$ cat config.mk
export PLATFORM = sky130hd
export DESIGN_NAME = approx_qor_monitor
export DESIGN_NICKNAME = d
export VERILOG_FILES = /design/src/rtl/approx_qor_monitor.sv
export SDC_FILE = /design/constraint.sdc
export NUM_CORES = 1
export LEC_CHECK = 0
export ABC_CLOCK_PERIOD_IN_PS = 5200
export CORE_ASPECT_RATIO = 0.7
export CORE_MARGIN = 1.5
export CORE_UTILIZATION = 51
export DETAILED_ROUTE_END_ITERATION = 10
export PLACE_DENSITY = 0.8
export SLEW_MARGIN = 30
export SYNTH_ARGS = -nofsm -noshare
export SYNTH_HDL_FRONTEND = slang
export SYNTH_SLANG_ARGS = --single-unit
$ cat constraint.sdc
create_clock -name clk -period 5.2 [get_ports clk]
set_input_delay 0.78 -clock clk [delete_from_list [all_inputs] [get_ports clk]]
set_output_delay 0.78 -clock clk [all_outputs]
set_load 0.01 [all_outputs]
$ cat src/rtl/approx_qor_monitor.sv
// Windowed quality-of-result monitor for an approximate partition.
// Accumulates error count, error-distance sum/max and Hamming-distance sum, then reports once per window.
module approx_qor_monitor #(
   parameter int W      = 5,
   parameter int WINDOW = 1024
) (
   input  logic                       clk,
   input  logic                       rst,
   input  logic                       clear,
   input  logic                       in_valid,
   output logic                       in_ready,
   input  logic [W-1:0]               approx,
   input  logic [W-1:0]               exact,
   output logic                       res_valid,
   input  logic                       res_ready,
   output logic [15:0]                err_cnt,
   output logic [W+15:0]              ed_sum,
   output logic [W-1:0]               ed_max,
   output logic [16+$clog2(W+1)-1:0]  hd_sum,
   output logic [15:0]                samples
);

   // state  | meaning
   // ACCUM  | accepting samples, accumulating the current window
   // REPORT | window complete, record held until res_ready

   localparam int HDW = $clog2(W + 1);
   localparam int HSW = 16 + HDW;

   typedef enum logic {
      ACCUM  = 1'b0,
      REPORT = 1'b1
   } state_t;

   state_t state_q;
   state_t state_d;

   logic [W-1:0]   ed;
   logic [HDW-1:0] hd;
   logic           accept;
   logic           last_sample;
   logic           handshake;

   logic [15:0]    err_cnt_q;
   logic [W+15:0]  ed_sum_q;
   logic [W-1:0]   ed_max_q;
   logic [HSW-1:0] hd_sum_q;
   logic [15:0]    samples_q;

   function automatic logic [HDW-1:0] popcount(input logic [W-1:0] v);
      logic [HDW-1:0] c;
      c = '0;
      for (int i = 0; i < W; i++) begin
         c = c + HDW'(v[i]);
      end
      return c;
   endfunction

   always_comb begin
      ed = '0;
      if (exact >= approx) begin
         ed = exact - approx;
      end else begin
         ed = approx - exact;
      end
      hd = popcount(exact ^ approx);
   end

   // Handshake flags come straight from the state register, so no input reaches them combinationally.
   always_comb begin
      in_ready  = (state_q == ACCUM);
      res_valid = (state_q == REPORT);
   end

   assign accept      = in_valid && in_ready;
   assign handshake   = res_valid && res_ready;
   assign last_sample = (samples_q == 16'(WINDOW - 1));

   always_ff @(posedge clk) begin
      if (rst) begin
         state_q <= ACCUM;
      end else begin
         state_q <= state_d;
      end
   end

   always_comb begin
      state_d = state_q;
      if (clear) begin
         state_d = ACCUM;
      end else begin
         case (state_q)
            ACCUM: begin
               if (accept && last_sample) begin
                  state_d = REPORT;
               end
            end
            REPORT: begin
               if (res_ready) begin
                  state_d = ACCUM;
               end
            end
            default: state_d = ACCUM;
         endcase
      end
   end

   // Consuming a record and aborting both restart the window from zero.
   always_ff @(posedge clk) begin
      if (rst || clear || handshake) begin
         err_cnt_q <= '0;
         ed_sum_q  <= '0;
         ed_max_q  <= '0;
         hd_sum_q  <= '0;
         samples_q <= '0;
      end else if (accept) begin
         err_cnt_q <= err_cnt_q + 16'(ed != '0);
         ed_sum_q  <= ed_sum_q + (W+16)'(ed);
         hd_sum_q  <= hd_sum_q + HSW'(hd);
         samples_q <= samples_q + 16'd1;
         if (ed > ed_max_q) begin
            ed_max_q <= ed;
         end
      end
   end

   assign err_cnt = err_cnt_q;
   assign ed_sum  = ed_sum_q;
   assign ed_max  = ed_max_q;
   assign hd_sum  = hd_sum_q;
   assign samples = samples_q;

endmodule

Yosys cells after proc, flatten, opt, wreduce, memory -nomap -nowiden
Index checks and enable logic that the tools add are counted.
{"block": "classes", "order_cmp": 2, "eq_ne": 1, "mux": 4, "n_reduce_logical": 8, "addsub": 10, "bitwise_logic": 2}
{"cell": "$add 21x5->21", "n": 1}
{"cell": "$add 19x3->19", "n": 1}
{"cell": "$add 16x1->16", "n": 1}
{"cell": "$add 16x1->16 const B", "n": 1}
{"cell": "$eq 16x10->1 const B", "n": 1}
{"cell": "$sub 5x5->5", "n": 2}
{"cell": "$add 3x1->3", "n": 2}
{"cell": "$ge 5x5->1", "n": 1}
{"cell": "$gt 5x5->1", "n": 1}
{"cell": "$mux 5", "n": 1}
{"cell": "$reduce_bool 5->1", "n": 1}
{"cell": "$xor 5x5->5", "n": 1}
{"cell": "$add 2x1->3", "n": 1}
{"cell": "$logic_and 1x1->1", "n": 3}
{"cell": "$add 1x1->2", "n": 1}
{"cell": "$logic_or 1x1->1", "n": 2}
{"cell": "$mux 1", "n": 2}
{"cell": "$pmux 1 s2", "n": 1}
{"cell": "$reduce_and 2->1", "n": 1}
{"cell": "$reduce_or 2->1", "n": 1}
{"cell": "$not 1->1", "n": 1}
{"block": "word_totals", "inputBits": 15, "wordCells": 33, "output_inout_bits": 79, "reg_bits": 78}

Longest topological paths before layout
{"block": "depth", "word_depth": 6, "mapped_depth": 17, "ltp_nobuf": 16}

Worst setup path after synthesis
No wires, ideal clock.
{"block": "synth_timing", "path_type": "input to register", "startpoint": "in approx[4]", "endpoint": "reg ed_sum_q[14], in the netlist ed_sum[14]", "path_stages": 17, "setup_ps": 59, "path_slack_ps": 1255, "required_ps": 5141, "arrival_time_ps": 3886, "path_buffers": 2, "cell_sequence": "inv_1 > ha_1 > buf_4 > and2_2 > a21oi_2 > mux2_4 > a2111oi_1 > a211o_2 > inv_1 > ha_1 > o21ai_1 > nor2b_1 > nor2_1 > nand2_1 > buf_6 > or4_1 > nand2_1"}
{"block": "synth_via", "elab_chain_cells": 3, "elab_cells_between_ends": 5, "classes_between": "3 x add/sub; 1 x order compare; 1 x mux"}
{"item": "start: declaration", "line": "12", "text": "input logic [W-1:0] approx,"}
{"item": "$sub 5x5->5, or another cell as far along", "line": "64", "text": "ed = approx - exact;"}
{"item": "$mux 5 (*)", "line": "61", "text": "if (exact >= approx) begin"}
{"item": "net ed[4]", "line": "38", "text": "logic [W-1:0] ed;"}
{"item": "$add 21x5->21 (*)", "line": "118", "text": "ed_sum_q <= ed_sum_q + (W+16)'(ed);"}
{"item": "end signal: assignment", "line": "118"}
{"item": "end: declaration", "line": "45", "text": "logic [W+15:0] ed_sum_q;"}
The timed path passes the listed nets; every way through them passes the cells marked *.
A chain may end at the register's enable or synchronous reset.

Worst setup path after layout
{"block": "layout_timing", "startpoint": "in approx[0]", "endpoint": "reg ed_sum_q[20], in the netlist ed_sum[20]"}
The elaborated chain is that of the path after synthesis.

==> results.cfg <==
[drt]
ant_nets = 0
dr.first_iter.drc_count = 217
routed_wl_um = 10600
avgViaCountPerCell = 5.55
drc_errors = 0
drtPass1Iterations = 4
wl_per_cell_um = 14.9
vias = 3968

[critical_path]
rr_endpoint = hd_sum[18]
cp-endpoint = ed_sum[20]
critPathKind = in2reg
crit_path_start = approx[0]
worst_ep_required_time_ns = 5.45
worstSetupStartpointType = input pin
worst_path_max_delay_cell = clkdlybuf4s50_1
r2r-start = hd_sum[0]
end_kind = register
reg2regPathDepth = 12
cp_max_fo = 11
cpPeakStageDelay_ns = 0.48
crit_arrival_ns = 4.90
ff2ff_setup_slack_ns = 2.02
crit_chain = clkdlybuf4s50_1 > inv_1 > ha_1 > nor2b_1 > o21ai_2 > a21oi_2 > mux2_4 > a2111oi_1 > a211o_2 > inv_1 > ha_1 > o21ai_1 > nor2b_1 > nor2_1 > nand2_1 > or4_1 > a21oi_1

[clock_tree]
tritoncts = yes
clk_pin_slew_worst_paths_ns = 0.06
root_buffer = clkbuf_16
post_cts_resized = 0
ctsHoldBuffers = 0
cts_setup_buffers = 0
cts_sinks = 78
htree_num_levels = 3
numCtsBuffers = 9
clk_latency_ns = 0.33
clockBufferDepth = 2

[sta]
min_period_ns = 4.65
final-max-slew-violation-count = 0
hold_violations = 0
worst_pin_slew_ns = 0.766
holdWs_ns = 0.479
max_freq_mhz = 215
fin_ws_ns = 0.553
fin_tns_setup_ns = 0
slew_headroom_pct = 48.7
post-route-period-util_pct = 89.4
final-setup-viol-count = 0
rsz0062_at_grt = false
finClkSkew_ns = 0.00615

[run_status]
status = finished clean

[floorplan]
design.core.area_um2 = 8040
io-pin-count = 94
die_w_um = 113
initial_utilization_pct = 53.9
die_area_um2 = 9070
num_rows = 27
die_h_um = 80.1

[logic_synthesis]
avgSynthCellArea_um2 = 8.35
synth_flop_cell = dfxtp_1
syn_inst = 519
synth_top_cell_area_share_pct = 36.0
yosys_warnings = 0
seq_area_frac_synth_pct = 36.0
syn_nets = 566
synthesis.area_um2 = 4330
yosysMostFrequentCell = dfxtp_1
yosysTopAreaCell = dfxtp_1
synth_edf_count = 0
ys_types = 59
ys_ff_latch = 78
synth_top_cells_by_count = dfxtp_1, nor2_1, nand2_1
netlist_top_cells_area = dfxtp_1, ha_1, nor2_1
async_reset_ff_share_pct = 0

[run]
maxCapViolCount = 0

[cells_and_area]
layout.nets = 657
n_fill_cell = 665
postLayoutCellArea_um2 = 5690
drive_gt1_share_pct = 6.19
multi_input_area_um2 = 2610
seq_area_um2 = 1560
fin_util_pct = 70.7
diodes = 0
syn_to_final_growth_pct = 31.3

[worst_hold_path]
hold_class = reg2reg
hold_start = ed_sum[0]

[global_routing]
grt_max_degree = 45
antenna_found_initial = 0
grt_pass1_wl_um = 17500
gr-usage-all-layers_pct = 24.0
grt_pass1_vias = 3793
gr-total-overflow = 0

[placement]
port-buffer-count = 93
dpl_cell_area_um2 = 5360
dp_hpwl_um = 7970
place_ws_ns = 0.322
place_congestion = 0.928

[power]
powerDensity_nw_per_um2 = 276
power_leakage_nw = 2.12
peakVddDrop_uv = 146
==> worst min path at each step <==
| stage | slack [ns] | cells after the start | end |
|---|---|---|---|
| 6_report | 0.48 | 2 | ed_sum[0] |
| 4_1_cts | 0.48 | 2 | ed_sum[0] |
| 3_3_place_gp | 0.47 | 2 | ed_sum[20] |
| 2_1_floorplan | 0.49 | 2 | ed_sum[2] |
| 5_1_grt | 0.51 | 2 | hd_sum[1] |
| 3_5_place_dp | 0.47 | 2 | ed_sum[0] |
==> cell usage in the layout, fill, tap and decap left out, types with 3 or more instances in the layout <==
master,count
nor2b_1,4
clkbuf_16,9
nor2_1,64
and3_1,8
clkdlybuf4s50_1,93
fa_1,5
a21oi_1,29
nand4_1,17
nor4_1,5
nand2_1,61
o21ai_0,17
nand3_1,18
o21bai_1,4
a21oi_2,3
xnor2_1,20
xor2_1,27
dfxtp_1,78
o211ai_1,3
a211oi_1,8
or4_1,3
inv_1,31
nor3_1,7
mux2i_1,4
a21o_1,4
nand2b_1,6
ha_1,27
or3_1,12
==> where the power goes <==
group          internal [W]  total (W)  switching [W]
clock              0.000444   0.000672       0.000229
combinational      0.000121   0.000279       0.000158
sequential         0.000608   0.000618      0.0000103
total               0.00117    0.00157       0.000397
==> layout make-up <==
cell class                      instances  share of cell area [%]
Clock buffer                           12                    4.51
Sequential cell                        78                    27.5
Multi-Input combinational cell        395                    46.0
Clock inverter                          3                    1.19
Inverter                               31                    2.05
Tap cell                              101                    2.22
Timing Repair Buffer                   95                    16.6
==> critical path: cells and delay by family <==
family	cells	cell delay (ns)
AO/OA/AOI/OAI	6	1.27
AND/OR/NAND/NOR	5	1.19
adder cells (fa/ha/maj)	2	0.70
buffers and inverters	3	0.59
multiplexers	1	0.35
==> logic make-up after synthesis <==
kind of cell    share of synthesized area (%)
simple gates                             24.7
buf+inv                                  4.24
xor+xnor                                 9.50
fa+ha+maj                                10.1
flops                                    36.0
compound gates                           13.6
mux                                      1.85
==> metal layers <==
layer / up-vias / track usage [%] / share of wire (%)
li1: 1967 / - / -
met1: 1885 / 29.9 / 46
met2: 104 / 41.4 / 47
met3: 12 / 6.26 / 6.2
met4: 0 / 6.88 / 1.1
met5: - / 0 / 0
==> metrics by stage <==
| stage | power [W] | instances |
|---|---|---|
| 4_1_cts | 0.00158 | 715 |
| 2_1_floorplan | 0.000824 | 519 |
| 5_1_grt | 0.00164 | 715 |
| 6_report | 0.00157 | 715 |
| 3_3_place_gp | 0.000895 | 700 |
| 3_5_place_dp | 0.000907 | 700 |
==> registers in the layout, indices dropped and copies added (netlist names) <==
register,count
samples,16
res_valid,1
hd_sum,19
ed_max,5
err_cnt,16
ed_sum,21
(Power assumes the default switching activity.)
